[src/rtl/ex_stage_pkg.sv]
// Shared definitions for the execute stage: ALU opcodes, control-field bit
// positions, multiply FSM encoding and the EX/MEM register layout.
// Latency: n/a (declarations only). Backpressure: n/a.
package ex_stage_pkg;

  localparam int XLEN = 32;

  // ALUOp encodings (EX_EX[2:0])
  localparam logic [2:0] ALU_ADD   = 3'b000;
  localparam logic [2:0] ALU_SUB   = 3'b001;
  localparam logic [2:0] ALU_AND   = 3'b010;
  localparam logic [2:0] ALU_OR    = 3'b011;
  localparam logic [2:0] ALU_SLT   = 3'b100;
  localparam logic [2:0] ALU_MUL   = 3'b101;
  localparam logic [2:0] ALU_XOR   = 3'b110;
  localparam logic [2:0] ALU_PASSB = 3'b111;

  // Bit positions inside the control bundles
  localparam int WB_REGWRITE = 1;  // EX_WB = {RegWrite, MemToReg}
  localparam int WB_MEMTOREG = 0;
  localparam int M_MEMREAD   = 1;  // EX_M  = {MemRead, MemWrite}
  localparam int M_MEMWRITE  = 0;
  localparam int EX_REGDST   = 4;  // EX_EX = {RegDst, ALUSrc, ALUOp[2:0]}
  localparam int EX_ALUSRC   = 3;
  localparam int EX_ALUOP_HI = 2;
  localparam int EX_ALUOP_LO = 0;

  typedef enum logic [1:0] {
    ST_IDLE = 2'd0,
    ST_BUSY = 2'd1,
    ST_DONE = 2'd2
  } mul_state_e;

  typedef struct packed {
    logic [1:0]      wb;
    logic [1:0]      m;
    logic [XLEN-1:0] alu;
    logic [XLEN-1:0] wdata;
    logic [4:0]      rd;
  } exmem_t;

  // All-zero controls behave as a NOP downstream.
  localparam exmem_t EXMEM_BUBBLE = '0;

endpackage

[src/rtl/ex_mul_seq.sv]
// Iterative shift-add multiplier producing the low XLEN bits of a*b.
// Latency: one iteration per step cycle after start; done flags the last step.
// Backpressure: none; the owning FSM decides when to start, step or clear.
// Ports: start/a/b load operands, step advances one iteration, clear aborts,
//        done is high during the final iteration, product is the accumulator.
module ex_mul_seq import ex_stage_pkg::*; #(
  parameter int MUL_CYCLES = 32
) (
  input  logic            clk,
  input  logic            rst,
  input  logic            start,
  input  logic            step,
  input  logic            clear,
  input  logic [XLEN-1:0] a,
  input  logic [XLEN-1:0] b,
  output logic            done,
  output logic [XLEN-1:0] product
);

  localparam int CW = $clog2(MUL_CYCLES);

  logic [XLEN-1:0] acc_q, acc_d;
  logic [XLEN-1:0] mcand_q, mcand_d;
  logic [XLEN-1:0] mplier_q, mplier_d;
  logic [CW-1:0]   count_q, count_d;

  always_comb begin
    acc_d    = acc_q;
    mcand_d  = mcand_q;
    mplier_d = mplier_q;
    count_d  = count_q;
    if (clear) begin
      acc_d    = '0;
      mcand_d  = '0;
      mplier_d = '0;
      count_d  = '0;
    end else if (start) begin
      acc_d    = '0;
      mcand_d  = a;
      mplier_d = b;
      count_d  = '0;
    end else if (step) begin
      // Only the low XLEN bits are kept, so the shifted-out multiplicand
      // bits never contribute to the result.
      if (mplier_q[0]) begin
        acc_d = acc_q + mcand_q;
      end
      mcand_d  = mcand_q << 1;
      mplier_d = mplier_q >> 1;
      count_d  = count_q + CW'(1);
    end
  end

  always_ff @(posedge clk or negedge rst) begin
    if (!rst) begin
      acc_q    <= '0;
      mcand_q  <= '0;
      mplier_q <= '0;
      count_q  <= '0;
    end else begin
      acc_q    <= acc_d;
      mcand_q  <= mcand_d;
      mplier_q <= mplier_d;
      count_q  <= count_d;
    end
  end

  assign done    = step && (count_q == CW'(MUL_CYCLES - 1));
  assign product = acc_q;

endmodule

[src/rtl/ex_stage.sv]
// Execute stage: operand forwarding, single-cycle ALU, iterative MUL, EX/MEM register.
// Latency: 1 cycle for ALU ops; MUL result lands on MEM_alu 34 cycles after presentation.
// Backpressure: stall held high while a MUL is pending or iterating; upstream holds ID/EX.
// Ports: EX_* are the ID/EX register outputs, WB_* the MEM/WB forwarding source,
//        ex_flush injects a bubble and aborts a MUL, MEM_* are the EX/MEM register.
module ex_stage import ex_stage_pkg::*; #(
  parameter int MUL_CYCLES = 32
) (
  input  logic            clk,
  input  logic            rst,
  input  logic [1:0]      EX_WB,
  input  logic [1:0]      EX_M,
  input  logic [4:0]      EX_EX,
  input  logic [XLEN-1:0] EX_SRC_A,
  input  logic [XLEN-1:0] EX_SRC_B,
  input  logic [XLEN-1:0] EX_SE,
  input  logic [4:0]      EX_rs,
  input  logic [4:0]      EX_rt,
  input  logic [4:0]      EX_rd,
  input  logic            WB_RegWrite,
  input  logic [4:0]      WB_rd,
  input  logic [XLEN-1:0] WB_data,
  input  logic            ex_flush,
  output logic            stall,
  output logic [1:0]      MEM_WB,
  output logic [1:0]      MEM_M,
  output logic [XLEN-1:0] MEM_alu,
  output logic [XLEN-1:0] MEM_wdata,
  output logic [4:0]      MEM_rd
);

  exmem_t          exmem_q, exmem_d;
  mul_state_e      state_q, state_d;

  logic [2:0]      alu_op;
  logic            alu_src;
  logic            reg_dst;
  logic            is_mul;
  logic            exmem_fwd_ok;
  logic            wb_fwd_ok;
  logic [XLEN-1:0] fwd_a, fwd_b, alu_b, alu_res;
  logic [4:0]      dest;
  logic            mul_start, mul_step, mul_done;
  logic [XLEN-1:0] mul_product;
  logic            stall_raw;

  assign alu_op  = EX_EX[EX_ALUOP_HI:EX_ALUOP_LO];
  assign alu_src = EX_EX[EX_ALUSRC];
  assign reg_dst = EX_EX[EX_REGDST];
  assign is_mul  = (alu_op == ALU_MUL);
  assign dest    = reg_dst ? EX_rd : EX_rt;

  // Loads in EX/MEM are never forwarded; load-use stalls happen upstream.
  assign exmem_fwd_ok = exmem_q.wb[WB_REGWRITE] && !exmem_q.m[M_MEMREAD] && (exmem_q.rd != 5'd0);
  assign wb_fwd_ok    = WB_RegWrite && (WB_rd != 5'd0);

  always_comb begin
    fwd_a = EX_SRC_A;
    if (exmem_fwd_ok && (exmem_q.rd == EX_rs)) begin
      fwd_a = exmem_q.alu;
    end else if (wb_fwd_ok && (WB_rd == EX_rs)) begin
      fwd_a = WB_data;
    end
    fwd_b = EX_SRC_B;
    if (exmem_fwd_ok && (exmem_q.rd == EX_rt)) begin
      fwd_b = exmem_q.alu;
    end else if (wb_fwd_ok && (WB_rd == EX_rt)) begin
      fwd_b = WB_data;
    end
  end

  assign alu_b = alu_src ? EX_SE : fwd_b;

  always_comb begin
    alu_res = '0;
    case (alu_op)
      ALU_ADD:   alu_res = fwd_a + alu_b;
      ALU_SUB:   alu_res = fwd_a - alu_b;
      ALU_AND:   alu_res = fwd_a & alu_b;
      ALU_OR:    alu_res = fwd_a | alu_b;
      ALU_SLT:   alu_res = {{(XLEN-1){1'b0}}, ($signed(fwd_a) < $signed(alu_b))};
      ALU_XOR:   alu_res = fwd_a ^ alu_b;
      ALU_PASSB: alu_res = alu_b;
      default:   alu_res = '0;  // MUL result comes from ex_mul_seq
    endcase
  end

  ex_mul_seq #(
    .MUL_CYCLES (MUL_CYCLES)
  ) u_mul (
    .clk     (clk),
    .rst     (rst),
    .start   (mul_start),
    .step    (mul_step),
    .clear   (ex_flush),
    .a       (fwd_a),
    .b       (fwd_b),
    .done    (mul_done),
    .product (mul_product)
  );

  // FSM state register
  always_ff @(posedge clk or negedge rst) begin
    if (!rst) begin
      state_q <= ST_IDLE;
    end else begin
      state_q <= state_d;
    end
  end

  // FSM next state
  always_comb begin
    state_d = state_q;
    if (ex_flush) begin
      state_d = ST_IDLE;
    end else begin
      case (state_q)
        ST_IDLE: if (is_mul)   state_d = ST_BUSY;
        ST_BUSY: if (mul_done) state_d = ST_DONE;
        ST_DONE: state_d = ST_IDLE;  // never re-arm on the same MUL
        default: state_d = ST_IDLE;
      endcase
    end
  end

  // FSM outputs and EX/MEM next value
  always_comb begin
    stall_raw = 1'b0;
    mul_start = 1'b0;
    mul_step  = 1'b0;
    exmem_d   = EXMEM_BUBBLE;
    case (state_q)
      ST_IDLE: begin
        stall_raw = is_mul;
        mul_start = is_mul && !ex_flush;
        if (!is_mul) begin
          exmem_d = '{wb: EX_WB, m: EX_M, alu: alu_res, wdata: fwd_b, rd: dest};
        end
      end
      ST_BUSY: begin
        stall_raw = 1'b1;
        mul_step  = !ex_flush;
      end
      ST_DONE: begin
        // ID/EX is still holding the MUL, so its controls are current.
        exmem_d = '{wb: EX_WB, m: EX_M, alu: mul_product, wdata: fwd_b, rd: dest};
      end
      default: ;
    endcase
    if (ex_flush) begin
      exmem_d = EXMEM_BUBBLE;
    end
  end

  // Stall must read low while reset is held, even if ID/EX shows a MUL.
  assign stall = stall_raw && rst;

  always_ff @(posedge clk or negedge rst) begin
    if (!rst) begin
      exmem_q <= EXMEM_BUBBLE;
    end else begin
      exmem_q <= exmem_d;
    end
  end

  assign MEM_WB    = exmem_q.wb;
  assign MEM_M     = exmem_q.m;
  assign MEM_alu   = exmem_q.alu;
  assign MEM_wdata = exmem_q.wdata;
  assign MEM_rd    = exmem_q.rd;

endmodule
[config.mk]
export PLATFORM = sky130hd
export DESIGN_NAME = ex_stage
export DESIGN_NICKNAME = d
export VERILOG_FILES = /design/src/rtl/ex_stage_pkg.sv /design/src/rtl/ex_mul_seq.sv /design/src/rtl/ex_stage.sv
export SDC_FILE = /design/constraint.sdc
export NUM_CORES = 1
export LEC_CHECK = 0
export ABC_AREA = 1
export BUFFER_PORTS_ARGS = -buffer_cell sky130_fd_sc_hd__buf_2
export CAP_MARGIN = 10
export CORE_MARGIN = 4
export CORE_UTILIZATION = 39
export CTS_BUF_LIST = sky130_fd_sc_hd__clkbuf_4
export CTS_CLUSTER_SIZE = 30
export DETAILED_ROUTE_END_ITERATION = 10
export PLACE_DENSITY = 0.58
export SLEW_MARGIN = 40
export SYNTH_ARGS = -nofsm -noshare
export SYNTH_HDL_FRONTEND = slang
export SYNTH_SLANG_ARGS = --single-unit
[constraint.sdc]
create_clock -name clk -period 3.8 [get_ports clk]
set_input_delay 0.57 -clock clk [delete_from_list [all_inputs] [get_ports clk]]
set_output_delay 0.57 -clock clk [all_outputs]
set_load 0.02 [all_outputs]
==> flow_metrics.env, run 1 <==
export IMPL_drc=0
export IMPL_r2r_cells=25
export IMPL_finalMaxSlewViolations=0
export IMPL_slew_headroom=0.337
export IMPL_period_needed_ps=3730
export IMPL_max_vdd_ir_drop_uv=201
export IMPL_hold_viol_final=0
export IMPL_crit_fanout=12
export IMPL_required_ps=4350
export IMPL_final_util=0.546
export IMPL_finalSetupViolCount=0
export IMPL_drt_pre_antenna_iters=5
export IMPL_startpoint_type="register"
export IMPL_synth_yosys_warnings=0
export IMPL_min_path_type="primary input to register"
export IMPL_root_buffer="clkbuf_4"
export IMPL_rsz0062_at_grt="yes"
export IMPL_place_inst=4008
export IMPL_overflow=0
export IMPL_post_dp_hpwl_mm=71.7
export IMPL_grt_max_degree=124
export IMPL_worst_ep_arrival_time_ps=4280
export IMPL_clock_latency_ps=670
export IMPL_hold_depth=3
export IMPL_postRouteAntennaNets=0
export IMPL_cts_buffer_depth=2
export IMPL_cts_buffers=17
export IMPL_initial_utilization=0.397
export IMPL_synth_avg_cell_area_sq_um=6.17
export IMPL_worst_pin_slew_ps=994
export IMPL_power_density_nw_per_um2=272
export IMPL_cpPeakStageDelay_ps=450
export IMPL_htree_levels=4
export IMPL_min_period_over_period=0.982
export IMPL_fillCellCount=4568
export IMPL_fin_nets=3760
export IMPL_io_pins=235
export IMPL_syn_nets=3173
export IMPL_drt_iter0_drc=2144
export IMPL_fp_row_count=77
export IMPL_grt_pass1_vias=21400
export IMPL_critical_path_slowest_cell="dfrtp_1"
export IMPL_vias=22100
export IMPL_worstSetupPathType="register to register"
export IMPL_outcome="completed"
export IMPL_synth_area_sq_um=17700
export IMPL_syn_to_final_growth_pct=37.4
export IMPL_die_h_microns=221
export IMPL_die_x_microns=221
export IMPL_path_clk_slew_ps=160
export IMPL_crit_path_frequent_cell="nand2_1"
export IMPL_fin_skew_ps=20.1
export IMPL_ys_seq_elements=176
export IMPL_total_leakage_power_uw=0.0132
export IMPL_timing_fmax_mhz=268
export IMPL_place_gp_congestion=0.996
export IMPL_io_buffers=234
export IMPL_ys_seq_area_frac=0.248
export IMPL_drive_above_1_share=0.301
export IMPL_stdcell_count=4066
export IMPL_synthCells=2872
export IMPL_grt_antenna_before_repair=4
export IMPL_clock_sinks=176
export IMPL_routedWlPerCell_microns=22.0
export IMPL_grt_pass1_wl_mm=130
export IMPL_wl_mm=89.6
export IMPL_tritoncts="done"
export IMPL_track_usage=0.346
export IMPL_viasPerCell=5.44
export IMPL_maxCapViolCount=0
export IMPL_endpoint_kind="register"
export IMPL_synth_cell_types=53
export IMPL_core_sq_um=44600
export IMPL_die_area_sq_um=48900
cell usage in the layout, fill, tap and decap left out, drive strengths merged, types with 22 or more instances in the layout:
cell type / instances
nor2: 281
nand3: 195
o21ai: 165
or2: 34
ha: 137
o211ai: 33
inv: 409
nor3: 26
buf: 676
nand2: 839
dfrtp: 176
nand4: 51
a21oi: 262
clkbuf: 22
routing by layer:
metal | routed length [microns] | track usage | vias to the layer above
met3 | 6480 | 0.0561 | 188
met1 | 36700 | 0.440 | 10500
met2 | 40800 | 0.568 | 995
met5 | 32 | 0 | -
met4 | 5500 | 0.182 | 4
li1 | - | - | 10500
synthesized netlist by cell type (all sizes together):
cell type / number / area [sq um]
mux2i: 16 / 160
a21o: 7 / 52.6
a32o: 1 / 10.0
a311oi: 1 / 8.76
nand3: 195 / 1040
o32ai: 1 / 8.76
o21bai: 14 / 105
nor4: 3 / 18.8
a22oi: 1 / 7.51
inv: 404 / 1520
nand4: 51 / 319
a221oi: 10 / 87.6
o22ai: 19 / 119
and2: 4 / 25.0
clkbuf: 59 / 224
a211oi: 1 / 7.51
ha: 137 / 1710
o221ai: 4 / 35.0
nor3: 26 / 146
and3: 1 / 6.26
dfrtp: 176 / 4400
buf: 54 / 282
o21a: 1 / 7.51
a31oi: 18 / 113
o31ai: 1 / 7.51
a21oi: 262 / 1320
nor2: 281 / 1080
a22o: 4 / 35.0
clkinv: 6 / 22.5
o21ai: 165 / 826
o211ai: 33 / 253
nand2: 839 / 3160
xnor2: 12 / 105
xor2: 19 / 166
fa: 3 / 60.1
nand3b: 4 / 30.0
or2: 34 / 213
o2111ai: 3 / 26.3
a21boi: 2 / 15.0
cell type report:
| class | count | area, sq um | area share |
|---|---|---|---|
| repair buffers | 681 | 4840 | 0.199 |
| multi-input cells | 2173 | 12500 | 0.514 |
| inverters | 410 | 1540 | 0.0634 |
| diodes | 3 | 7.51 | 0.000308 |
| well taps | 592 | 741 | 0.0304 |
| clock inverters | 13 | 158 | 0.00647 |
| flip-flops and latches | 176 | 4400 | 0.181 |
| clock buffers | 18 | 135 | 0.00555 |
timing repair:
action,CTS,global route
gates cloned,1,2
hold buffers,1,0
setup buffers,4,17
gates resized for setup,79,257
pin swaps,13,84
hold endpoints to repair,53,0
setup endpoints to repair,30,30
power breakdown:
part	switching (uW)	leakage, uW	internal, uW
logic	1990	0.0107	1320
registers	130	0.00231	2000
clock network	786	0.000158	411
total	2900	0.0132	3730
sequential cells by signal, indices dropped and copies added, names as in the netlist:
register and flops:
u_mul.mcand_q 32, MEM_wdata 32, u_mul.mplier_q 32, MEM_alu 32, u_mul.product 32, state_q 2
MEM_WB 2, u_mul.count_q 5, MEM_M 2, MEM_rd 5
through the flow:
step	power (uW)	hold slack, ps	TNS, ps	setup WS (ps)	instance area (sq um)
floorplan	3580	274	0	401	17700
global placement	5060	466	-9840	-515	22500
detailed placement	5080	489	-9510	-501	22600
CTS	6360	23.1	-22.3	-22.3	23300
global route	7000	41.0	-701	-94.9	24400
finish	6640	94.3	0	69.6	24400
cells by family (layout without fill, tap and decap cells):
family | after synthesis | in the layout | synth area share
AO/OA/AOI/OAI | 548 | 548 | 0.172
XOR/XNOR | 31 | 31 | 0.0153
other | 0 | 3 | 0
buffers and inverters | 523 | 1122 | 0.115
adder cells (fa/ha/maj) | 140 | 140 | 0.100
multiplexers | 16 | 16 | 0.00903
flip-flops | 176 | 176 | 0.248
AND/OR/NAND/NOR | 1438 | 1438 | 0.340
path summary, 6_finish.rpt:
path                                           startpoint                        endpoint  slack, ps
min                                               EX_M[0]              MEM_M[0]$_DFF_PN0_         90
min in group asynchronous                             rst              MEM_M[0]$_DFF_PN0_        420
max reg2reg                           MEM_rd[3]$_DFF_PN0_           MEM_alu[15]$_DFF_PN0_         70
min reg2reg                u_mul.mplier_q[31]$_DFFE_PN0P_  u_mul.mplier_q[31]$_DFFE_PN0P_        520
max in group asynchronous                             rst          MEM_wdata[3]$_DFF_PN0_       2260
max                                   MEM_rd[3]$_DFF_PN0_           MEM_alu[15]$_DFF_PN0_         70
critical path, delay by kind of cell (launching register included):
family,cells,cell delay [ps]
compound gates,4,520
xor+xnor,1,160
fa+ha+maj,1,230
buf+inv,7,990
flops,1,450
simple gates,12,1260
(Power assumes the default switching activity.)
==> run 2, diff against run 1 <==
- PLACE_DENSITY: 0.58 -> 0.57
- SYNTH_HIERARCHICAL: not set -> 1
==> run 2 against run 1 <==
  * Worst setup slack worse by 46 ps
  * Via count is 3.2% higher
  * Flip-flop and latch count stayed put
  * Cell area increased by 1.6%
  * Clock power is 6% lower
  * Maximum frequency fell by 1.2%
  * Global-route usage down 1.3 points
  * Largest cell class unchanged
  * Largest power group unchanged
  * Highest routed layer is now met4
==> flow_metrics.env, run 2 <==
export IMPL_outcome="completed"
export IMPL_drt_iter0_drc=1879
export IMPL_final_cell_mix="nand2_1 (962), inv_1 (539), buf_4 (411)"
export IMPL_clock_latency_ps=760
export IMPL_synthCells=3127
export IMPL_required_ps=4500
export IMPL_htree_levels=4
export IMPL_track_usage=0.334
export IMPL_fp_row_count=80
export IMPL_cpPeakStageDelay_ps=480
export IMPL_worst_pin_slew_ps=897
export IMPL_final_cell_area_sq_um=24700
export IMPL_slew_headroom=0.398
export IMPL_place_inst=4272
export IMPL_finalWorstSetupSlack_ps=23.4
export IMPL_drive_above_1_share=0.264
export IMPL_period_needed_ps=3780
export IMPL_cts_buffers=17
export IMPL_ys_seq_elements=176
export IMPL_final_util=0.519
export IMPL_synth_avg_cell_area_sq_um=6.01
export IMPL_worstSetupPathType="register to register"
export IMPL_wl_mm=89.2
export IMPL_yosysMostFrequentCell="nand2_1"
export IMPL_grt_pass1_wl_mm=129
export IMPL_io_pins=235
export IMPL_synth_area_leaders="dfrtp_1 (23%), nand2_1 (20%), inv_1 (11%)"
export IMPL_grt_max_degree=144
export IMPL_postRouteAntennaNets=0
export IMPL_place_gp_congestion=1.05
export IMPL_ys_seq_area_frac=0.234
export IMPL_vias=22900
export IMPL_critical_path_slowest_cell="dfrtp_2"
export IMPL_timing_fmax_mhz=265
export IMPL_r2r_setup_slack_ps=20
export IMPL_rsz0062_at_grt="yes"
export IMPL_finalSetupViolCount=0
export IMPL_total_leakage_power_uw=0.0143
export IMPL_final_common_cell="nand2_1"
export IMPL_stdcell_count=4320
export IMPL_finalMaxSlewViolations=0
export IMPL_crit_path_frequent_cell="nand2_1"
export IMPL_grt_pass1_vias=21700
export IMPL_io_buffers=234
export IMPL_cts_buffer_depth=2
export IMPL_root_buffer="clkbuf_4"
export IMPL_drt_pre_antenna_iters=5
export IMPL_max_vdd_ir_drop_uv=191
export IMPL_initial_utilization=0.394
export IMPL_synth_cell_types=51
export IMPL_drc=0
export IMPL_post_dp_hpwl_mm=72.8
export IMPL_endpoint_kind="register"
export IMPL_die_area_sq_um=51700
export IMPL_dpl_worst_slack_ps=-704
export IMPL_fin_skew_ps=41.2
export IMPL_min_path_type="primary input to register"
export IMPL_synth_top_area_share=0.234
export IMPL_overflow=0
export IMPL_worst_ep_arrival_time_ps=4480
export IMPL_syn_nets=3428
export IMPL_synthFlopType="dfrtp_1"
export IMPL_clock_sinks=176
export IMPL_yosys_area_top_type="dfrtp_1"
export IMPL_fillCellCount=5026
export IMPL_die_x_microns=227
export IMPL_path_clk_slew_ps=200
export IMPL_synth_edf_count=0
export IMPL_dpl_cell_area_sq_um=23500
export IMPL_finalSetupTns_ps=0
export IMPL_maxCapViolCount=0
export IMPL_crit_fanout=11
export IMPL_tritoncts="done"
export IMPL_routedWlPerCell_microns=20.6
export IMPL_synth_area_sq_um=18800
export IMPL_die_h_microns=227
export IMPL_hold_viol_final=0
export IMPL_startpoint_type="register"
export IMPL_min_period_over_period=0.994
export IMPL_power_density_nw_per_um2=255
export IMPL_viasPerCell=5.29
export IMPL_synthArstFlopShare=1.00
export IMPL_synth_yosys_warnings=6
export IMPL_fin_nets=3992
export IMPL_synth_commonest_cells="nand2_1 (998), inv_1 (547), nand3_1 (243)"
export IMPL_grt_antenna_before_repair=3
export IMPL_syn_to_final_growth_pct=31.8
export IMPL_core_sq_um=47600
## run 2: changes by cell type in the layout (fill, tap and decap cells not counted), sizes merged, moves of 6 or more
cell / change
o22ai: +26
mux2i: -12
nand4: -7
or2: +6
xnor2: -7
inv: +151
o21ai: +17
nand2: +175
a21oi: -89
nand3: +69
buf: -14
a31oi: -13
nor2: -68
o211ai: +9
## run 2: final cells by class
class	instances	area, sq um	area share
inverters	557	2090	0.0845
diodes	2	5.00	0.000202
flip-flops and latches	176	4410	0.178
clock buffers	18	135	0.00546
multi-input cells	2270	12600	0.507
well taps	615	769	0.0311
clock inverters	13	105	0.00425
repair buffers	669	4680	0.189
## run 2: repair_timing
action,CTS,global route
pin swaps,0,28
gates cloned,0,1
endpoints found under the hold margin,37,0
setup endpoints to repair,27,29
buffers inserted,0,8
resized for setup,56,182
hold buffers,5,0
## run 2: kinds of logic after synthesis
group | Yosys count | share of synthesized area
and+or+nand+nor | 1618 | 0.368
buffers and inverters | 681 | 0.142
AOI/OAI and AO/OA | 483 | 0.147
DFF | 176 | 0.234
adders and majority gates | 140 | 0.0945
xor gates and xnor gates | 25 | 0.0117
muxes | 4 | 0.00213
## run 2: path summary, 6_finish.rpt
| check | start | to | cells past startpoint |
|---|---|---|---|
| worst min-delay path | EX_rd[1] | MEM_rd[1]$_DFF_PN0_ | 3 |
| min in group asynchronous | rst | MEM_wdata[6]$_DFF_PN0_ | 2 |
| worst min register to register | u_mul/mplier_q[17]$_DFFE_PN0P_ | u_mul/mplier_q[17]$_DFFE_PN0P_ | 2 |
| max in group asynchronous | rst | u_mul/product[28]$_DFFE_PN0P_ | 4 |
| worst max-delay path | MEM_rd[0]$_DFF_PN0_ | MEM_alu[0]$_DFF_PN0_ | 25 |
| worst max register to register | MEM_rd[0]$_DFF_PN0_ | MEM_alu[0]$_DFF_PN0_ | 25 |
## run 2: per-layer routing
layer	routed length, microns	GRT usage	vias up	part of all wire
met1	36700	0.419	10600	0.41
met5	0	0	-	0
li1	-	-	11000	-
met2	39800	0.540	1025	0.45
met3	6900	0.0556	209	0.077
met4	5790	0.199	0	0.065
## run 2: stage by stage
step	total power [uW]	hold slack (ps)
6_report	6300	105
3_5_place_dp	4920	470
2_1_floorplan	3500	274
5_1_grt	6650	63.0
4_1_cts	6110	27.2
3_3_place_gp	4900	464
## run 2: where the power goes
| part | total, uW | internal, uW | switching [uW] |
|---|---|---|---|
| Combinational | 3080 | 1240 | 1840 |
| Clock | 1130 | 278 | 849 |
| Sequential | 2090 | 1990 | 106 |
| Total | 6300 | 3500 | 2800 |
## run 2: worst max-delay path, delay by kind of cell, from the launching register on
family	cells	cell delay [ps]
fa+ha+maj	1	270
flops	1	480
compound gates	2	400
simple gates	15	1770
buf+inv	7	810
